## src/rtl/photonic_cmd_pkg.sv

```systemverilog
// photonic_cmd_pkg: shared framing constants, decoder state encoding and byte-count sizing
package photonic_cmd_pkg;
  localparam logic [7:0] SYNC_BYTE  = 8'hA5;
  localparam logic [7:0] ABORT_BYTE = 8'h5A;
  typedef enum logic [2:0] {IDLE, CMD, DATA, CHK, LOAD, RUN} state_t;
  function automatic int cnt_bits(input int width);
    return (width / 8 > 1) ? $clog2(width / 8) : 1;
  endfunction
endpackage

```

## src/rtl/photonic_cmd_decoder_if.sv

```systemverilog
// photonic_cmd_decoder_if: UART byte input, counter feedback and counter control/status bundle
interface photonic_cmd_decoder_if #(
  parameter int WIDTH   = 16,
  parameter int CH_BITS = 2
);
  logic               rx_valid;
  logic [7:0]         rx_data;
  logic               q_zero;
  logic [WIDTH-1:0]   limit;
  logic [CH_BITS-1:0] ch;
  logic               load;
  logic               en;
  logic               busy;
  logic               done;
  logic               aborted;
  logic               err;
  modport master (output rx_valid, rx_data, q_zero,
                  input limit, ch, load, en, busy, done, aborted, err);
  modport slave  (input rx_valid, rx_data, q_zero,
                  output limit, ch, load, en, busy, done, aborted, err);
endinterface

```

## src/rtl/cmd_byte_shift.sv

```systemverilog
// cmd_byte_shift: MSB-first shadow limit shift register plus frame XOR accumulator (PHOTONIC_CMD_CHECKSUM_EN)
module cmd_byte_shift #(
  parameter int WIDTH = 16
) (
  input  logic             clk,
  input  logic             reset,
  input  logic             clr,
  input  logic             shift,
`ifdef PHOTONIC_CMD_CHECKSUM_EN
  input  logic             acc,
  output logic [7:0]       chk,
`endif
  input  logic [7:0]       din,
  output logic [WIDTH-1:0] nxt
);
  logic [WIDTH-1:0] sh_q, sh_d;
  logic [WIDTH+7:0] cat;
  assign cat = {sh_q, din};
  assign nxt = sh_d;
  // next shadow value: cleared on a new frame, new byte enters at the LSB end
  always_comb sh_d = clr ? '0 : shift ? cat[WIDTH-1:0] : sh_q;
  // shadow limit register
  always_ff @(posedge clk) sh_q <= reset ? '0 : sh_d;
`ifdef PHOTONIC_CMD_CHECKSUM_EN
  logic [7:0] x_q, x_d;
  assign chk = x_q;
  // running XOR of CMD and limit bytes
  always_comb x_d = clr ? '0 : acc ? x_q ^ din : x_q;
  // checksum accumulator register
  always_ff @(posedge clk) x_q <= reset ? '0 : x_d;
`endif
endmodule

```

## src/rtl/photonic_cmd_decoder.sv

```systemverilog
// photonic_cmd_decoder: framed command parser driving the switch down-counter; PHOTONIC_CMD_CHECKSUM_EN adds the CHK byte
module photonic_cmd_decoder
  import photonic_cmd_pkg::*;
#(
  parameter int WIDTH   = 16,
  parameter int CH_BITS = 2
) (
  input logic                  clk,
  input logic                  reset,
  photonic_cmd_decoder_if.slave bus
);
  localparam int NB = WIDTH / 8;
  localparam int CW = cnt_bits(WIDTH);
  localparam logic [CW-1:0] LAST = CW'(NB - 1);
`ifdef PHOTONIC_CMD_CHECKSUM_EN
  localparam state_t AFTER_DATA = CHK;
`else
  localparam state_t AFTER_DATA = LOAD;
`endif
  state_t state_q, state_d;
  logic [CW-1:0] cnt_q, cnt_d;
  logic [CH_BITS-1:0] ch_sh_q, ch_sh_d, ch_q, ch_d;
  logic [WIDTH-1:0] limit_q, limit_d, sh_nxt;
  logic load_q, load_d, en_q, en_d, busy_q, busy_d;
  logic done_q, done_d, ab_q, ab_d;
  logic rx_sync, rx_abort, clr, shift;
  assign rx_sync  = bus.rx_valid && bus.rx_data == SYNC_BYTE;
  assign rx_abort = bus.rx_valid && bus.rx_data == ABORT_BYTE;
  assign clr      = state_q == IDLE && rx_sync;
  assign shift    = state_q == DATA && bus.rx_valid;
`ifdef PHOTONIC_CMD_CHECKSUM_EN
  logic acc, err_q, err_d;
  logic [7:0] chk;
  assign acc = bus.rx_valid && (state_q == CMD || state_q == DATA);
`endif
  cmd_byte_shift #(.WIDTH(WIDTH)) u_shift (
    .clk   (clk),
    .reset (reset),
    .clr   (clr),
    .shift (shift),
`ifdef PHOTONIC_CMD_CHECKSUM_EN
    .acc   (acc),
    .chk   (chk),
`endif
    .din   (bus.rx_data),
    .nxt   (sh_nxt)
  );
  // frame parsing and run control; limit/ch commit on the edge entering LOAD
  always_comb begin
    state_d = state_q;
    cnt_d   = cnt_q;
    ch_sh_d = ch_sh_q;
    done_d  = 1'b0;
    ab_d    = 1'b0;
`ifdef PHOTONIC_CMD_CHECKSUM_EN
    err_d   = 1'b0;
`endif
    case (state_q)
      IDLE: state_d = rx_sync ? CMD : IDLE;
      CMD: if (bus.rx_valid) begin
        ch_sh_d = bus.rx_data[CH_BITS-1:0];
        cnt_d   = '0;
        state_d = DATA;
      end
      DATA: if (bus.rx_valid) begin
        cnt_d   = cnt_q + 1'b1;
        state_d = (cnt_q == LAST) ? AFTER_DATA : DATA;
      end
`ifdef PHOTONIC_CMD_CHECKSUM_EN
      CHK: if (bus.rx_valid) begin
        err_d   = chk != bus.rx_data;
        state_d = err_d ? IDLE : LOAD;
      end
`endif
      LOAD: state_d = RUN;
      RUN: begin
        done_d  = bus.q_zero;
        ab_d    = !bus.q_zero && rx_abort;
        state_d = (done_d || ab_d) ? IDLE : RUN;
      end
      default: state_d = IDLE;
    endcase
    limit_d = (state_d == LOAD) ? sh_nxt : limit_q;
    ch_d    = (state_d == LOAD) ? ch_sh_q : ch_q;
    load_d  = state_d == LOAD;
    en_d    = state_d == RUN;
    busy_d  = state_d != IDLE;
  end
  // state and registered outputs
  always_ff @(posedge clk) begin
    if (reset) begin
      state_q <= IDLE;
      cnt_q   <= '0;
      ch_sh_q <= '0;
      ch_q    <= '0;
      limit_q <= '0;
      load_q  <= 1'b0;
      en_q    <= 1'b0;
      busy_q  <= 1'b0;
      done_q  <= 1'b0;
      ab_q    <= 1'b0;
    end else begin
      state_q <= state_d;
      cnt_q   <= cnt_d;
      ch_sh_q <= ch_sh_d;
      ch_q    <= ch_d;
      limit_q <= limit_d;
      load_q  <= load_d;
      en_q    <= en_d;
      busy_q  <= busy_d;
      done_q  <= done_d;
      ab_q    <= ab_d;
    end
  end
`ifdef PHOTONIC_CMD_CHECKSUM_EN
  // checksum failure pulse
  always_ff @(posedge clk) err_q <= reset ? 1'b0 : err_d;
  assign bus.err = err_q;
`else
  assign bus.err = 1'b0;
`endif
  assign bus.limit   = limit_q;
  assign bus.ch      = ch_q;
  assign bus.load    = load_q;
  assign bus.en      = en_q;
  assign bus.busy    = busy_q;
  assign bus.done    = done_q;
  assign bus.aborted = ab_q;
endmodule

```

## src/flat_wrapper.sv

```systemverilog
// flat-port wrapper written by rule: the top's interface ports become plain ports
module photonic_cmd_decoder_flat import photonic_cmd_pkg::*;
#(
  parameter int WIDTH   = 16,
  parameter int CH_BITS = 2
)
  (clk, reset, bus_rx_valid, bus_rx_data, bus_q_zero, bus_limit, bus_ch, bus_load, bus_en, bus_busy, bus_done, bus_aborted, bus_err);
  photonic_cmd_decoder_if #(.WIDTH(WIDTH), .CH_BITS(CH_BITS)) bus_i ();
  input logic clk;
  input logic reset;
  input wire logic [$bits(bus_i.rx_valid)-1:0] bus_rx_valid;
  input wire logic [$bits(bus_i.rx_data)-1:0] bus_rx_data;
  input wire logic [$bits(bus_i.q_zero)-1:0] bus_q_zero;
  output wire logic [$bits(bus_i.limit)-1:0] bus_limit;
  output wire logic [$bits(bus_i.ch)-1:0] bus_ch;
  output wire logic [$bits(bus_i.load)-1:0] bus_load;
  output wire logic [$bits(bus_i.en)-1:0] bus_en;
  output wire logic [$bits(bus_i.busy)-1:0] bus_busy;
  output wire logic [$bits(bus_i.done)-1:0] bus_done;
  output wire logic [$bits(bus_i.aborted)-1:0] bus_aborted;
  output wire logic [$bits(bus_i.err)-1:0] bus_err;
  assign bus_i.rx_valid = bus_rx_valid;
  assign bus_i.rx_data = bus_rx_data;
  assign bus_i.q_zero = bus_q_zero;
  assign bus_limit = bus_i.limit;
  assign bus_ch = bus_i.ch;
  assign bus_load = bus_i.load;
  assign bus_en = bus_i.en;
  assign bus_busy = bus_i.busy;
  assign bus_done = bus_i.done;
  assign bus_aborted = bus_i.aborted;
  assign bus_err = bus_i.err;
  photonic_cmd_decoder #(.WIDTH(WIDTH), .CH_BITS(CH_BITS)) u_core (.clk(clk), .reset(reset), .bus(bus_i));
endmodule
```

## config.mk

```make
export PLATFORM = sky130hd
export DESIGN_NAME = photonic_cmd_decoder_flat
export DESIGN_NICKNAME = d
export VERILOG_FILES = /design/src/rtl/photonic_cmd_pkg.sv /design/src/rtl/photonic_cmd_decoder_if.sv /design/src/rtl/cmd_byte_shift.sv /design/src/rtl/photonic_cmd_decoder.sv /design/src/flat_wrapper.sv
export SDC_FILE = /design/constraint.sdc
export NUM_CORES = 1
export LEC_CHECK = 0
export CAP_MARGIN = 5
export CORE_UTILIZATION = 55
export DETAILED_ROUTE_END_ITERATION = 16
export PLACE_DENSITY = 0.83
export RECOVER_POWER = 100
export SLEW_MARGIN = 10
export SYNTH_ARGS = -nofsm -noshare
export SYNTH_HDL_FRONTEND = slang
export SYNTH_HIERARCHICAL = 1
export SYNTH_SLANG_ARGS = --single-unit
```

## constraint.sdc

```tcl
create_clock -name clk -period 3 [get_ports clk]
set_input_delay 0.6 -clock clk [delete_from_list [all_inputs] [get_ports clk]]
set_output_delay 0.6 -clock clk [all_outputs]
set_load 0.05 [all_outputs]
```

==> flow_metrics.env, run 1 <==
export IMPL_status="complete, no violations"
export IMPL_cts_resized=0
export IMPL_r2r_setup_slack_ps=980
export IMPL_drc_errors=0
export IMPL_ys_seq_area_share_pct=46.5
export IMPL_grt_use_total_pct=24.4
export IMPL_async_reset_ff_share_pct=0
export IMPL_vias=1542
export IMPL_fmax_ghz=0.416
export IMPL_wl_per_cell_um=13.8
export IMPL_min_from="u_core/bus.limit[14]"
export IMPL_reg2regPathDepth=5
export IMPL_maxCapViolCount=0
export IMPL_syn_avg_cell_area_um2=8.92
export IMPL_peakVddDrop_mv=0.325
export IMPL_syn2layout_area_growth_pct=20.2
export IMPL_grt_pass1_vias=1353
export IMPL_io_pins=36
export IMPL_cts_tree="done"
export IMPL_dieHeight_um=61.3
export IMPL_end_kind="flop"
export IMPL_cp_data_required_time_ps=3220
export IMPL_synthCells=217
export IMPL_power_frac_comb_pct=4.4
export IMPL_worst_slack_ps=597
export IMPL_dieArea_um2=3760
export IMPL_cp_max_fo=16
export IMPL_p_int_mw=0.816
export IMPL_netSwitchingFraction_pct=21.2
export IMPL_leakage_nw=0.889
export IMPL_cts_buffers=5
export IMPL_synth_area_um2=1940
export IMPL_clk_pin_slew_ps=130
export IMPL_finalHoldViolCount=0
export IMPL_synth_edf_count=0
export IMPL_post_synth_top_area_cell="dfxtp_1"
export IMPL_die_w_um=61.3
export IMPL_synth_main_ff_cell="dfxtp_1"
export IMPL_antenna_found_initial=0
export IMPL_period_needed_ps=2400
export IMPL_grt_max_degree=19
export IMPL_ys_types=39
export IMPL_worstReg2RegStart="u_core/state_q[1]"
export IMPL_yosys_warnings=6
export IMPL_antennaDiodeCount=0
export IMPL_setup_viol=0
export IMPL_whs_endpoint="u_core/bus.limit[14]"
export IMPL_syn_nets=229
export IMPL_min_delay_path_class="reg2reg"
export IMPL_initial_utilization_pct=57.6
export IMPL_regArea_um2=901
export IMPL_layout_commonest_cell="dfxtp_1"
export IMPL_multi_input_area_um2=892
export IMPL_critPathArrivalTime_ps=2620
export IMPL_tightest_slew_ps=924
export IMPL_grt_pass1_wl_um=6420
export IMPL_coreArea_um2=3360
export IMPL_cts_root_buf="clkbuf_4"
export IMPL_critPathLaunchType="primary input"
export IMPL_drtPass1Iterations=4
export IMPL_critPathKind="in2reg"
export IMPL_fill_cells=314
export IMPL_clk_latency_ps=360
export IMPL_drtAntennaViolNets=0
export IMPL_cts_buffer_depth=2
export IMPL_detailedPlace_worstSlack_ps=559
export IMPL_vias_per_cell=5.21
export IMPL_power_frac_seq_pct=57.7
export IMPL_whs_path_depth=2
export IMPL_fin_skew_ps=7.82
export IMPL_core_rowCount=21
export IMPL_io_buffers=34
export IMPL_clkPwrFrac_pct=37.9
export IMPL_dp_final_hpwl_um=2910
export IMPL_layout_common_cells="45 x dfxtp_1, 35 x nor2_1, 31 x nand2_1"
export IMPL_gp_routability_congestion=0.841
export IMPL_grt_overflow_total=0
export IMPL_first_iter_violations=96
export IMPL_r2r_end="u_core/u_shift/sh_q[11]"
export IMPL_wirelength_um=4080
export IMPL_fin_setup_tns_ps=0
export IMPL_clock_sinks=45
export IMPL_layout_nets=261
export IMPL_rsz0062_at_grt="false"
export IMPL_ys_ff_latch=45
export IMPL_synth_area_leaders="dfxtp_1 47%, mux2i_1 8.3%, nor2_1 6.8%"
export IMPL_final_hold_worst_slack_ps=457
export IMPL_fin_crit_sh_pct=80.1
export IMPL_h_tree_depth=2
export IMPL_slew_violations=0
export IMPL_hold_buffers=0
export IMPL_p_per_area_nw_per_um2=445
export IMPL_drive_gt1_share_pct=14.4
export IMPL_netSwitchingPower_mw=0.220
export IMPL_synth_top_area_share_pct=46.5
export IMPL_slew_headroom_pct=38.4
export IMPL_postCtsSetupBuffers=0
==> synthesized netlist by cell type (2+ instances only) <==
cell       n
buf_4      3
or3_1      2
nor2b_1    2
a21oi_2   10
a21oi_1   13
mux2i_1   16
buf_6      4
a31oi_1    2
clkbuf_1   4
nor4_1     2
nand3_1    3
nand2_1   31
nor2_1    35
nand2_2   10
dfxtp_1   45
inv_1      5
buf_2      2
and4bb_2   2
nand2b_1   4
o21ai_0    3
==> worst max-delay path by stage <==
stage          slack (ps)           startpoint                 endpoint  cells past startpoint
6_report              600         bus_rx_valid  u_core/u_shift/sh_q[11]                      6
5_1_grt               490         bus_rx_valid  u_core/u_shift/sh_q[11]                      6
4_1_cts               820  u_core/bus.limit[3]             bus_limit[3]                      1
3_5_place_dp          560       bus_rx_data[3]  u_core/u_shift/sh_q[11]                      6
3_3_place_gp          560       bus_rx_data[0]  u_core/u_shift/sh_q[11]                      6
2_1_floorplan        1040       bus_rx_data[3]     u_core/bus.limit[10]                      8
==> cells by family after synthesis <==
kind of cell	synth area share, %
other	0.194
AOI/OAI and AO/OA	11.4
and+or+nand+nor	26.8
muxes	8.27
buffers and inverters	6.79
DFF	46.5
==> routing by layer <==
layer  wire, um  global-route usage (%)  vias to the layer above
met5          0                       0                        -
met4         54                    13.3                        0
met3        151                    4.62                        5
met2       2040                    39.0                       38
met1       1830                    31.1                      723
li1           -                       -                      776
==> registers in the layout, indices dropped and copies added (netlist names) <==
register	flops
u_core/u_shift/sh_q	16
u_core/state_q	3
u_core/ch_sh_q	2
u_core/bus.load	1
u_core/bus.en	1
u_core/cnt_q	1
u_core/bus.busy	1
u_core/bus.aborted	1
u_core/bus.limit	16
u_core/bus.ch	2
u_core/bus.done	1
==> worst max-delay path, stage by stage <==
cell and delay [ps]:
dlygate4sd3_1 650, and2b_4 220, nand3_1 100, nor4_2 170, or2_0 750, nor2_1 120
==> stage by stage <==
step	total power, mW	std cells	cell area, um^2	utilization, %
finish	1.04	296	2330	69.2
global placement	0.657	288	2260	67.3
global route	1.07	296	2330	69.2
CTS	1.04	296	2350	69.9
floorplan	0.636	217	1940	-
detailed placement	0.657	288	2260	67.3
==> power by group through the flow <==
stage,Combinational [mW],Clock (mW),Sequential (mW)
CTS,0.0466,0.399,0.598
finish,0.0460,0.392,0.598
floorplan,0.0247,0,0.611
global placement,0.0465,0,0.611
detailed placement,0.0462,0,0.611
global route,0.0486,0.427,0.598
==> layout make-up <==
type                       instances  share of cell area [%]
timing repair buffer              39                    16.0
clock buffer                       7                    2.37
clock inverter                     1                    1.29
multi-input combinational        153                    38.4
inverter                           5                   0.807
tap                               46                    2.47
sequential                        45                    38.7
(Power assumes the default switching activity.)
==> run 2: changes to the inputs <==
CORE_UTILIZATION = 51   (was 55)
PLACE_DENSITY = 0.78   (was 0.83)
clock period = 2.5 ns   (was 3 ns; I/O delays follow)
==> run 2 against run 1 <==
Worst setup slack worse by 180 ps. Combinational power grew 23%. Largest power group unchanged. Routed wire length shrank 4.5%. Core utilization down 4.2 points. Global-route usage down 2.4 points. First-iteration DRC count shrank 2.1%. Total power is 29% higher. Flip-flop and latch count unchanged. Sequential power rose by 20%. Sequential share of layout area shrank 0.86 points.
==> flow_metrics.env, run 2 (synthesis gave the netlist of run 1 again) <==
export IMPL_status="complete, no violations"
export IMPL_grt_use_total_pct=21.9
export IMPL_dieHeight_um=63.6
export IMPL_dieArea_um2=4050
export IMPL_drtPass1Iterations=4
export IMPL_coreArea_um2=3660
export IMPL_worstPathCellList="dlygate4sd3_1 -> nor2b_1 -> nand2_1 -> nor4_2 -> clkbuf_2 -> nor2_1 -> nand2_2 -> a21oi_1"
export IMPL_tightest_slew_ps=568
export IMPL_gp_routability_congestion=0.848
export IMPL_grt_overflow_total=0
export IMPL_p_per_area_nw_per_um2=561
export IMPL_clock_sinks=45
export IMPL_peakVddDrop_mv=0.320
export IMPL_layout_common_cells="45 x dfxtp_1, 35 x nor2_1, 31 x nand2_1"
export IMPL_rsz0062_at_grt="false"
export IMPL_path_buf_inv=2
export IMPL_critPathLaunchType="primary input"
export IMPL_initial_utilization_pct=52.9
export IMPL_netSwitchingPower_mw=0.266
export IMPL_antennaDiodeCount=0
export IMPL_power_frac_comb_pct=4.2
export IMPL_grt_pass1_vias=1465
export IMPL_cp_data_required_time_ps=2690
export IMPL_cts_buffer_depth=2
export IMPL_postCtsSetupBuffers=0
export IMPL_detailedPlace_worstSlack_ps=264
export IMPL_slew_headroom_pct=62.1
export IMPL_first_iter_violations=94
export IMPL_min_delay_path_class="reg2reg"
export IMPL_maxCapViolCount=0
export IMPL_fmax_ghz=0.479
export IMPL_wirelength_um=3900
export IMPL_critPathKind="in2reg"
export IMPL_syn2layout_area_growth_pct=22.9
export IMPL_worst_slack_ps=412
export IMPL_fin_setup_tns_ps=0
export IMPL_cts_tree="done"
export IMPL_slew_violations=0
export IMPL_io_buffers=34
export IMPL_clk_latency_ps=300
export IMPL_critPathArrivalTime_ps=2280
export IMPL_drive_gt1_share_pct=13.8
export IMPL_core_rowCount=22
export IMPL_period_needed_ps=2090
export IMPL_end_kind="flop"
export IMPL_fin_skew_ps=4.66
export IMPL_finalHoldViolCount=0
export IMPL_cts_buffers=5
export IMPL_layout_commonest_cell="dfxtp_1"
export IMPL_netSwitchingFraction_pct=20.0
export IMPL_cp_slowest_cell="dlygate4sd3_1"
export IMPL_cts_root_buf="clkbuf_8"
export IMPL_h_tree_depth=2
export IMPL_hold_buffers=0
export IMPL_clk_pin_slew_ps=80
export IMPL_cp_top_family="buffers and inverters"
export IMPL_clkPwrFrac_pct=42.0
export IMPL_drtAntennaViolNets=0
export IMPL_leakage_nw=0.923
export IMPL_dp_final_hpwl_um=2800
export IMPL_cts_resized=0
export IMPL_wl_per_cell_um=12.9
export IMPL_die_w_um=63.6
export IMPL_cp_max_fo=16
export IMPL_vias=1548
export IMPL_grt_pass1_wl_um=6670
export IMPL_io_pins=36
export IMPL_layout_nets=265
export IMPL_fill_cells=316
export IMPL_grt_max_degree=22
export IMPL_vias_per_cell=5.13
export IMPL_setup_viol=0
export IMPL_p_int_mw=1.07
export IMPL_drc_errors=0
export IMPL_power_frac_seq_pct=53.7
export IMPL_crit_path_max_incr_delay_ps=650
export IMPL_fin_crit_sh_pct=83.5
export IMPL_antenna_found_initial=0
-- run 2: cell types whose count changed in the layout (fill, tap and decap cells not counted), sizes merged --
cell           change
buf                +3
clkbuf             +1
clkdlybuf4s50      -1
dlygate4sd3        +1
-- run 2: final timing paths --
kind,from,to,slack (ps),depth (start not counted)
setup reg to reg,u_core/state_q[1],u_core/bus.limit[4],790,7
hold reg to reg,u_core/bus.limit[2],u_core/bus.limit[2],460,2
setup / recovery,bus_rx_data[0],u_core/bus.limit[14],410,8
hold / removal,u_core/bus.limit[2],u_core/bus.limit[2],460,2
-- run 2: through the flow --
step | utilization (%) | instance area, um^2 | std cells | power [mW] | hold WS [ps]
floorplan | - | 1940 | 217 | 0.763 | 432
CTS | 66.3 | 2430 | 302 | 1.35 | 460
detailed placement | 63.1 | 2310 | 294 | 0.794 | 449
finish | 65.0 | 2380 | 302 | 1.33 | 457
global route | 65.0 | 2380 | 302 | 1.39 | 484
global placement | 63.1 | 2310 | 294 | 0.793 | 441
-- run 2: power groups by stage --
stage	clock network (mW)	logic (mW)	registers, mW
after floorplan	0	0.0297	0.733
after global placement	0	0.0599	0.733
after detailed placement	0	0.0604	0.733
after CTS	0.573	0.0606	0.716
after global routing	0.608	0.0607	0.716
final	0.561	0.0566	0.716
-- run 2: per-layer routing --
metal / up-vias / track usage, % / wire length [um]
li1: 788 / - / -
met1: 716 / 25.6 / 1820
met2: 37 / 36.0 / 1820
met3: 7 / 6.70 / 173
met4: 0 / 11.1 / 81
met5: - / 0 / 0
-- run 2: final cells by class --
type / instances / area (um^2) / area share (%)
clock buffer: 7 / 86.3 / 3.63
clock inverter: 1 / 30.0 / 1.26
inverter: 5 / 18.8 / 0.789
multi-input combinational: 153 / 872 / 36.7
sequential: 45 / 901 / 37.9
tap: 48 / 60.1 / 2.52
timing repair buffer: 43 / 410 / 17.3
-- run 2: worst min-delay path, cell delays in order (launching register included) --
cell	delay [ps]
dfxtp_1	310
nand2_1	50
a21oi_1	50
